==> src/rtl/mdu_pkg.sv <==
// Shared definitions for the multiply/divide unit: op codes, FSM states and
// a constant helper for sizing the iteration counter.
package mdu_pkg;

  localparam logic [2:0] MDU_MULT  = 3'd0;
  localparam logic [2:0] MDU_MULTU = 3'd1;
  localparam logic [2:0] MDU_DIV   = 3'd2;
  localparam logic [2:0] MDU_DIVU  = 3'd3;
  localparam logic [2:0] MDU_MTHI  = 3'd4;
  localparam logic [2:0] MDU_MTLO  = 3'd5;

  typedef enum logic [1:0] {
    S_IDLE = 2'd0,
    S_RUN  = 2'd1,
    S_FIX  = 2'd2
  } mdu_state_e;

  // Number of bits needed to count 0..value-1 (at least 1).
  function automatic int clog2(input int value);
    int result;
    int v;
    result = 0;
    v = value - 1;
    while (v > 0) begin
      result++;
      v = v >> 1;
    end
    return (result < 1) ? 1 : result;
  endfunction

endpackage

==> src/rtl/mdu_div_step.sv <==
// One restoring-division iteration: shift the next dividend bit into the
// partial remainder and subtract the divisor if it fits.
module mdu_div_step #(
  parameter int WIDTH = 32
) (
  input  logic [WIDTH-1:0] i_rem,
  input  logic             i_bit,
  input  logic [WIDTH-1:0] i_divisor,
  output logic [WIDTH-1:0] o_rem,
  output logic             o_qbit
);

  logic [WIDTH:0] w_shifted;

  // Trial subtraction; the remainder stays below the divisor, so the
  // difference always fits back into WIDTH bits.
  always_comb begin
    w_shifted = {i_rem, i_bit};
    o_qbit    = (w_shifted >= {1'b0, i_divisor});
    o_rem     = o_qbit ? (w_shifted[WIDTH-1:0] - i_divisor) : w_shifted[WIDTH-1:0];
  end

endmodule

==> src/rtl/mul_div_unit.sv <==
// Iterative multiply/divide unit holding the architectural HI/LO registers.
// MULT/MULTU/DIV/DIVU run one bit per cycle on magnitudes, then a FIX cycle
// applies signs and commits HI/LO. MTHI/MTLO write directly in one cycle.
module mul_div_unit
  import mdu_pkg::*;
#(
  parameter int WIDTH = 32
) (
  input  logic             clk,
  input  logic             rst,
  input  logic             start,
  input  logic [2:0]       op,
  input  logic [WIDTH-1:0] in1,
  input  logic [WIDTH-1:0] in2,
  output logic             busy,
  output logic             done,
  output logic             div_by_zero,
  output logic [WIDTH-1:0] hi,
  output logic [WIDTH-1:0] lo
);

  localparam int CNT_W = clog2(WIDTH);

  mdu_state_e         r_state, w_next_state;
  logic [CNT_W-1:0]   r_cnt;
  logic               r_is_div, r_neg_q, r_neg_r, r_dbz;
  logic [WIDTH-1:0]   r_b;            // multiplicand or divisor magnitude
  logic [2*WIDTH-1:0] r_prod;         // {acc, multiplier} or {remainder, dividend/quotient}
  logic [WIDTH-1:0]   r_hi, r_lo;
  logic               r_done, r_dbz_out;

  logic               w_accept_iter, w_accept_mt, w_signed_op;
  logic               w_in1_neg, w_in2_neg;
  logic [WIDTH-1:0]   w_in1_mag, w_in2_mag;
  logic [WIDTH:0]     w_mul_sum;
  logic [WIDTH-1:0]   w_div_rem;
  logic               w_div_qbit;
  logic [WIDTH-1:0]   w_fix_hi, w_fix_lo;

  assign busy        = (r_state != S_IDLE);
  assign done        = r_done;
  assign div_by_zero = r_dbz_out;
  assign hi          = r_hi;
  assign lo          = r_lo;

  assign w_accept_iter = start && (r_state == S_IDLE) && (op <= MDU_DIVU);
  assign w_accept_mt   = start && (r_state == S_IDLE) && ((op == MDU_MTHI) || (op == MDU_MTLO));

  // Operand magnitudes and sign flags; MULT and DIV have even op codes.
  always_comb begin
    w_signed_op = ~op[0];
    w_in1_neg   = w_signed_op & in1[WIDTH-1];
    w_in2_neg   = w_signed_op & in2[WIDTH-1];
    w_in1_mag   = w_in1_neg ? -in1 : in1;
    w_in2_mag   = w_in2_neg ? -in2 : in2;
  end

  // Shift-add step: add the multiplicand when the multiplier LSB is set.
  assign w_mul_sum = {1'b0, r_prod[2*WIDTH-1:WIDTH]} + {1'b0, r_b};

  mdu_div_step #(.WIDTH(WIDTH)) u_div_step (
    .i_rem     (r_prod[2*WIDTH-1:WIDTH]),
    .i_bit     (r_prod[WIDTH-1]),
    .i_divisor (r_b),
    .o_rem     (w_div_rem),
    .o_qbit    (w_div_qbit)
  );

  // Sign correction of the finished magnitude result. With a zero divisor
  // the remainder equals |in1|, so negating it by the dividend sign yields
  // in1 unchanged; only LO needs the explicit all-ones override.
  always_comb begin
    if (r_is_div) begin
      w_fix_hi = r_neg_r ? -r_prod[2*WIDTH-1:WIDTH] : r_prod[2*WIDTH-1:WIDTH];
      w_fix_lo = r_dbz ? '1 : (r_neg_q ? -r_prod[WIDTH-1:0] : r_prod[WIDTH-1:0]);
    end else begin
      {w_fix_hi, w_fix_lo} = r_neg_q ? -r_prod : r_prod;
    end
  end

  // FSM state register.
  always_ff @(posedge clk or posedge rst) begin
    // NOTE: sequential state uses non-blocking assignments so every flop
    // samples pre-edge values, independent of statement order.
    if (rst) r_state <= S_IDLE;
    else     r_state <= w_next_state;
  end

  // FSM next-state logic.
  always_comb begin
    // NOTE: default first so every path assigns it and no latch is inferred.
    w_next_state = r_state;
    case (r_state)
      S_IDLE:  if (w_accept_iter) w_next_state = S_RUN;
      S_RUN:   if (r_cnt == '0)   w_next_state = S_FIX;
      S_FIX:   w_next_state = S_IDLE;
      default: w_next_state = S_IDLE;
    endcase
  end

  // Iteration datapath: latch operands on accept, then one step per RUN cycle.
  always_ff @(posedge clk or posedge rst) begin
    // NOTE: working registers are reset too, so a reset mid-operation
    // leaves no stale partial result and simulation never sees X here.
    if (rst) begin
      r_cnt    <= '0;
      r_is_div <= 1'b0;
      r_neg_q  <= 1'b0;
      r_neg_r  <= 1'b0;
      r_dbz    <= 1'b0;
      r_b      <= '0;
      r_prod   <= '0;
    end else begin
      case (r_state)
        S_IDLE: if (w_accept_iter) begin
          r_cnt    <= CNT_W'(WIDTH - 1);
          r_is_div <= op[1];
          r_neg_q  <= w_in1_neg ^ w_in2_neg;
          r_neg_r  <= w_in1_neg;
          r_dbz    <= op[1] && (in2 == '0);
          if (op[1]) begin
            r_prod <= {{WIDTH{1'b0}}, w_in1_mag};
            r_b    <= w_in2_mag;
          end else begin
            r_prod <= {{WIDTH{1'b0}}, w_in2_mag};
            r_b    <= w_in1_mag;
          end
        end
        S_RUN: begin
          r_cnt <= r_cnt - CNT_W'(1);
          if (r_is_div) r_prod <= {w_div_rem, r_prod[WIDTH-2:0], w_div_qbit};
          else if (r_prod[0]) r_prod <= {w_mul_sum, r_prod[WIDTH-1:1]};
          else r_prod <= {1'b0, r_prod[2*WIDTH-1:1]};
        end
        default: ;
      endcase
    end
  end

  // Architectural HI/LO and the done / div_by_zero pulses.
  always_ff @(posedge clk or posedge rst) begin
    if (rst) begin
      r_hi      <= '0;
      r_lo      <= '0;
      r_done    <= 1'b0;
      r_dbz_out <= 1'b0;
    end else begin
      r_done    <= 1'b0;
      r_dbz_out <= 1'b0;
      if (w_accept_mt) begin
        if (op == MDU_MTHI) r_hi <= in1;
        else                r_lo <= in1;
        r_done <= 1'b1;
      end else if (r_state == S_FIX) begin
        r_hi      <= w_fix_hi;
        r_lo      <= w_fix_lo;
        r_done    <= 1'b1;
        r_dbz_out <= r_dbz;
      end
    end
  end

endmodule

==> config.mk <==
export PLATFORM = sky130hd
export DESIGN_NAME = mul_div_unit
export DESIGN_NICKNAME = d
export VERILOG_FILES = /design/src/rtl/mdu_pkg.sv /design/src/rtl/mdu_div_step.sv /design/src/rtl/mul_div_unit.sv
export SDC_FILE = /design/constraint.sdc
export NUM_CORES = 1
export LEC_CHECK = 0
export ABC_AREA = 1
export BUFFER_PORTS_ARGS = -buffer_cell sky130_fd_sc_hd__buf_2
export CORE_MARGIN = 10
export CORE_UTILIZATION = 47
export CTS_CLUSTER_SIZE = 8
export DETAILED_ROUTE_END_ITERATION = 6
export PLACE_DENSITY = 0.71
export SYNTH_ARGS = -nofsm -noshare
export SYNTH_HDL_FRONTEND = slang
export SYNTH_SLANG_ARGS = --single-unit
==> constraint.sdc <==
create_clock -name clk -period 13.21 [get_ports clk]
set_input_delay 1.9815 -clock clk [delete_from_list [all_inputs] [get_ports clk]]
set_output_delay 1.9815 -clock clk [all_outputs]
set_load 0.005 [all_outputs]
==> metrics.md, run 1 <==
| Metric | Value |
|---|---|
| Clock Power Share | around a tenth |
| Most common cell after layout, fill and taps aside | nand2_1 |
| DR vias/cell | between 5 and 6 |
| Post-synthesis sequential area ratio | 23.5% |
| Slew @ Worst Pin | 1.05 ns |
| Multiplexer share of the synthesized area | 0% |
| Final GP Congestion | 1.07 |
| Initial drt markers | roughly 3300 |
| Worst-path cell chain | buf_2 -> inv_2 -> nand4_1 -> buf_4 -> nand2_1 -> nand2_1 -> buf_4 -> inv_1 -> nor2_1 -> a31oi_1 |
| Rel. slew slack | 30.2% |
| Initial antenna violation count | 0 |
| Worst path bufs/invs | 5 |
| Port Buffers | 136 |
| Multi-input gate area | between 10000 and 15000 um2 |
| Post-layout instance area | about 20000 um2 |
| Seq pwr share | around 22% |
| Net Switching | 0.00359 W |
| Post-synth net total | 3346 |
| Power Density | 304 nW/um2 |
| Main flop type after synthesis | dfrtp_1 |
| CP max FO | 87 |
| Hold WC Path Type | flip-flop to flip-flop |
| Crit path capture type | flip-flop |
| Slowest stage delay, CP | 0.71 ns |
| Drt wl/cell | 21.9 um |
| Hold Fails Final Rpt | 0 |
| Leak pwr | between 10 and 15 nW |
| Crit path from | op[1] |
| Peak Freq | 191 MHz |
| Largest net degree at the start of global routing | 97 |
| CP Class | input pin to flip-flop |
| DRT Pass-1 Iters | 7 |
| Cell Area, Synth | ~18000 um2 |
| R2R setup slack | 9.46 ns |
| Initial core utilization | 47.6% |
| Layout cells sized above 1 | between 7 and 8% |
| Post-CTS Setup Bufs | 0 |
| CTS sink cnt | 173 |
| Die width | 218 um |
| Yosys cell types | 44 |
| Final setup fails | 0 |
| Max VDD drop | 126 uV |
| DP HPWL | 65500 um |
| Rows | 72 |
| Adder-cell share of the synthesized area | 4.98% |
| Antenna viol nets, final | 0 |
| Register area | 4330 um2 |
| Vias in the first global route | slightly above 20000 |
| Die Ht | between 200 and 250 um |
| Delay-heaviest family, CP | buffers and inverters |
| Max Slew Vio Count | 0 |
| Data arrival, critical path | 5.54 ns |
| Most frequent cells in the layout | 915 x nand2_1, 489 x nor2_1, 413 x inv_1 |
| Filler instances | 4126 |
| Switch share | roughly three fifths |
| Synthesized instance count | ~3200 |
| Skew-Pair Late Insertion Delay | 0.47 ns |
| Final #Nets | 3407 |
| Clk Tree Root Cell | clkbuf_16 |
| Critical Path Sink | lo[12] |
| Routed via count | 22600 |
| Combinational share of power | 68.8% |
| First-pass GRT wire length | around 120000 um |
| Simple-Gate Fraction of Synth Area | ~42% |
| Compound-Gate Fraction of Synth Area | about 15% |
| Xor/xnor cell area share of the yosys netlist | 2.76% |
| P&R area growth vs syn | 8.83% |
| Clock slew at reported path FFs | 0.08 ns |
| CTS H-tree depth | 4 |
| Synthesized area per cell | 5.74 um2 |
| Worst R2R Path Depth | 13 |
| R2R Path Start | r_prod[0] |
| Levels on crit path | 10 |
| Yosys warnings | 0 |
| Max Buffers Root-to-Sink | 2 |
| Post-route minimum period | 5.24 ns |
| Worst r2r dst | hi[4] |
| Worst path slowest cell | buf_4 |
| Skew final | approximately 0.016 ns |
| DRC viols | 0 |
| Async SR Flop Fraction | between 90% and 100% |
| Setup tns final | 0 ns |
| Max-cap violations | 0 |
| Cell Area, Placed | between 15000 and 20000 um2 |
| P_int | ~0.0025 W |
| TritonCTS clock tree | yes |
| CTS Buf Count | 17 |
| Hold-fix buffers, CTS | 0 |
| Resized cells post-CTS | 0 |
| Crit share post-route | 39.7% |
| Required time worst endpoint | 13.51 ns |
| N_diodes | 0 |
| Die area | 47400 um2 |
| Synth Register Bits | 173 |
| Gr usage total | 34.1% |
| Core area | slightly below 40000 um2 |
| Critical Path Start Type | input pin |
| Largest family of logic cells by synthesized area | simple AND/OR/NAND/NOR gates |
| Number of flops mapped to enable cells by yosys | 0 |
| Final wirelength | 83100 um |
| Outcome | complete, no violations |
| RSZ-0062 raised after global routing | no |
| # IOs | between 100 and 150 |
| GR Overflow Total | 0 |
## cell families after synthesis
group	Yosys count
AND/OR/NAND/NOR	1852
buffers and inverters	532
AO/OA/AOI/OAI	517
flip-flops	173
adder cells (fa/ha/maj)	72
XOR/XNOR	58
## cell type report
type                    count  area share (%)
flip-flops and latches    173            21.6
inverters                 422            7.94
repair buffers            152            4.00
multi-input cells        2499            60.1
clock buffers              18            2.14
well taps                 518            3.24
clock inverters            14           0.956
## power by group through the flow
stage | Combinational (W) | Sequential, W | Clock, W
6_report | 0.00418 | 0.00133 | 0.000563
5_1_grt | 0.00467 | 0.00133 | 0.000583
4_1_cts | 0.00409 | 0.00128 | 0.000562
3_3_place_gp | 0.00401 | 0.00129 | 0
2_1_floorplan | 0.00302 | 0.00102 | 0
3_5_place_dp | 0.00407 | 0.00129 | 0
## registers in the layout, summed over array words and instances, names as in the netlist
register,flops
div_by_zero,1
done,1
hi,32
lo,32
r_b,32
r_cnt,5
r_dbz,1
r_is_div,1
r_neg_q,1
r_neg_r,1
r_prod,64
r_state,2
## cells in the mapped netlist (10+ instances only)
| master | count | area, um2 |
|---|---|---|
| buf_2 | 15 | 75.1 |
| nor2_1 | 491 | 1840 |
| inv_1 | 414 | 1550 |
| nor3_1 | 28 | 140 |
| dfrtp_1 | 173 | 4330 |
| a31oi_1 | 21 | 131 |
| ha_1 | 70 | 876 |
| xor2_1 | 48 | 420 |
| nand3_1 | 294 | 1470 |
| nand3b_1 | 13 | 97.6 |
| nand4_1 | 51 | 319 |
| or2_2 | 11 | 68.8 |
| nor2_2 | 12 | 75.1 |
| nand2_1 | 916 | 3440 |
| o221ai_1 | 15 | 131 |
| clkbuf_1 | 83 | 312 |
| a22oi_1 | 13 | 97.6 |
| xnor2_1 | 10 | 87.6 |
| o21ai_0 | 183 | 916 |
| a21oi_1 | 231 | 1160 |
| o211ai_1 | 28 | 210 |
## tightest hold or removal path: cells and delay by family, from the launching register on
kind	cells	cell delay, ns
AO/OA/AOI/OAI	1	0.06
flip-flops	1	0.35
AND/OR/NAND/NOR	1	0.05
## how the worst min path moves through the flow
stage               startpoint        to  slack [ns]  depth (start not counted)
detailed placement      lo[20]    lo[20]        0.47                          2
floorplan             r_cnt[4]  r_cnt[4]        0.45                          2
CTS                     lo[20]    lo[20]        0.49                          2
global placement      r_cnt[4]  r_cnt[4]        0.47                          2
finish                  lo[20]    lo[20]        0.49                          2
global route            lo[15]    lo[15]        0.53                          2
## stage by stage
step	utilization, %	cells	setup slack, ns	power (W)	hold WS, ns
floorplan	-	3204	6.54	0.00404	0.452
global placement	50.2	3764	7.75	0.00530	0.467
detailed placement	50.2	3764	7.65	0.00536	0.474
CTS	51.8	3796	8.15	0.00594	0.494
global route	51.8	3796	7.67	0.00658	0.529
finish	51.8	3796	7.97	0.00608	0.494
## routing by layer
layer / track usage (%) / routed length, um
met2: 50.1 / 34900
met5: 0 / 0
met1: 45.6 / 32900
met3: 7.36 / 10000
met4: 19.3 / 5280
(Power assumes the default switching activity.)
==> inputs of run 2 (changes only) <==
Settings changed: PLACE_DENSITY 0.71 to 0.73.
Clock period 13.21 ns to 4.6 ns, I/O delays scaled along.
==> metrics.md, run 2 (synthesized netlist as in run 1, its figures left out) <==
| Metric | Value |
|---|---|
| Antenna viol nets, final | 0 (unchanged) |
| Slowest stage delay, CP | 0.52 ns (-0.19 ns) |
| Rows | 72 (unchanged) |
| Delay-heaviest family, CP | simple AND/OR/NAND/NOR gates |
| Top sig layer | met5 |
| Max VDD drop | 359 uV (+190%) |
| Die Ht | 218 um (unchanged) |
| Initial drt markers | 2960 (-9.8%) |
| Biggest register | r_prod |
| Hold WC Path Type | input pin to async pin |
| Met1 WL | 34400 um (+4.7%) |
| Peak Freq | 314 MHz |
| GR Overflow Total | 0 (unchanged) |
| Final setup fails | 0 (unchanged) |
| CP Class | flip-flop to flip-flop |
| N_diodes | 0 (unchanged) |
| CP max FO | 39 (-55%) |
| Switch share | 59.2% (+0.23 points) |
| CTS Buf Count | 17 (unchanged) |
| Clock slew at reported path FFs | 0.07 ns (about the same) |
| DR vias/cell | 5.86 (-1.4%) |
| Die area | 47400 um2 (unchanged) |
| Combinational share of power | 69.8% (+1.0 points) |
| Worst-path cell chain | inv_1 -> ha_1 -> nand2_1 -> nor2_1 -> nand2_1 -> nor2_2 -> nand2_2 -> nor2_4 -> nor2_4 -> nand2_4 -> nor2_4 -> inv_1 -> nand2_1 -> a22oi_1 |
| Hold Fails Final Rpt | 0 (unchanged) |
| Clk Tree Root Cell | clkbuf_16 |
| Net Switching | 0.0106 W (+200%) |
| Largest register FFs | 64 (unchanged) |
| Most common cell after layout, fill and taps aside | nand2_1 |
| Skew-Pair Late Insertion Delay | 0.47 ns (about the same) |
| Initial core utilization | 47.6% (unchanged) |
| WL met3 | 11300 um (+12%) |
| Port Buffers | 136 (unchanged) |
| Rel. slew slack | 27.3% (-2.9 points) |
| Core area | 38600 um2 (unchanged) |
| Initial antenna violation count | 2 (+2) |
| # IOs | 137 (unchanged) |
| Max Slew Vio Count | 0 (unchanged) |
| DRT Pass-1 Iters | 7 (unchanged) |
| Max Buffers Root-to-Sink | 2 (unchanged) |
| RSZ-0062 raised after global routing | no |
| Skew final | 0.0120 ns (-0.00433 ns) |
| Crit share post-route | 69.1% |
| Final WS setup | 1.42 ns (-6.55 ns) |
| Post-CTS Setup Bufs | 0 (unchanged) |
| P&R area growth vs syn | 9.55% |
| Power Density | 888 nW/um2 (+190%) |
| Vias in the first global route | 20200 (-2.4%) |
| Seq pwr share | 21.0% (-0.9 points) |
| Data arrival, critical path | 3.54 ns (-2.00 ns) |
| Post-route minimum period | ~3.2 ns |
| Crit path capture type | flip-flop |
| Outcome | finished, violations left |
| First-pass GRT wire length | 127000 um (+1.9%) |
| Leak pwr | 10.4 nW (+0.68%) |
| Final #Nets | 3421 (+0.41%) |
| Worst path bufs/invs | 2 (-3) |
| Required time worst endpoint | 4.96 ns (-8.55 ns) |
| TritonCTS clock tree | yes |
| Filler instances | 4120 (-0.15%) |
| DP HPWL | 68500 um (+4.5%) |
| Setup tns final | 0 ns (unchanged) |
| CTS sink cnt | 173 (unchanged) |
| Worst path slowest cell | dfrtp_1 |
| Die width | 218 um (unchanged) |
| Metal2 WL | 35400 um (+1.4%) |
| Resized cells post-CTS | 0 (unchanged) |
| Drt wl/cell | 22.5 um (+2.6%) |
| Largest net degree at the start of global routing | 100 (+3.1%) |
| Clock Power Share | 9.2% (about the same) |
| Slew @ Worst Pin | 1.09 ns (+0.0398 ns) |
| Most frequent cells in the layout | 915 x nand2_1, 489 x nor2_1, 412 x inv_1 |
| CTS H-tree depth | 4 (unchanged) |
| DRC viols | 8 (+8) |
| Hold-fix buffers, CTS | 0 (unchanged) |
| Layout cells sized above 1 | 7.90% (+0.37 points) |
| Gr usage total | 35.3% (+1.2 points) |
| P_int | 0.00730 W (+190%) |
| Critical Path Start Type | flip-flop |
| Failing checks | DRC |
| DP Worst Slack | 1.43 ns (-6.23 ns) |
| Final wirelength | 85600 um (+2.9%) |
| Max-cap violations | 0 (unchanged) |
| Final GP Congestion | 1.06 (-0.32%) |
| Routed via count | 22300 (-1.1%) |
run 2: power by group through the flow:
| stage | combinational [W] | sequential [W] | clock (W) |
|---|---|---|---|
| global route | 0.0139 | 0.00375 | 0.00170 |
| floorplan | 0.00866 | 0.00294 | 0 |
| detailed placement | 0.0121 | 0.00364 | 0 |
| CTS | 0.0121 | 0.00362 | 0.00164 |
| global placement | 0.0121 | 0.00364 | 0 |
| finish | 0.0125 | 0.00375 | 0.00166 |
run 2: metal layers:
layer | up-vias | GRT usage, %
met2 | 1415 | 51.2
li1 | 10500 | -
met3 | 237 | 10.4
met1 | 10200 | 47.1
met5 | - | 0
met4 | 2 | 17.1
run 2: final cells by class:
cell class / count / area [um2] / share of cell area [%]
clock buffers: 19 / 443 / 2.20
clock inverters: 11 / 193 / 0.956
inverters: 422 / 1590 / 7.88
multi-input cells: 2499 / 12000 / 59.7
flip-flops and latches: 173 / 4330 / 21.5
well taps: 518 / 648 / 3.22
repair buffers: 166 / 918 / 4.56
run 2: final timing paths:
path / startpoint / slack, ns / end / depth (start not counted)
max: r_b[24] / 1.42 / r_prod[0] / 14
min: rst / 0.10 / hi[28] / 2
max reg2reg: r_b[24] / 1.42 / r_prod[0] / 14
min reg2reg: lo[21] / 0.48 / lo[21] / 2
max in group asynchronous: rst / 3.36 / r_prod[16] / 3
min in group clk: in2[30] / 0.47 / r_dbz / 2
run 2: metrics by stage:
step	area [um2]	power (W)	instances	hold slack, ns	util, %
6_report	20100	0.0179	3808	0.100	52.1
5_1_grt	20100	0.0193	3808	0.0940	52.1
4_1_cts	20100	0.0174	3808	0.0889	52.1
3_5_place_dp	19500	0.0157	3778	0.469	50.5
3_3_place_gp	19500	0.0158	3778	0.463	50.5
2_1_floorplan	18400	0.0116	3204	0.452	-
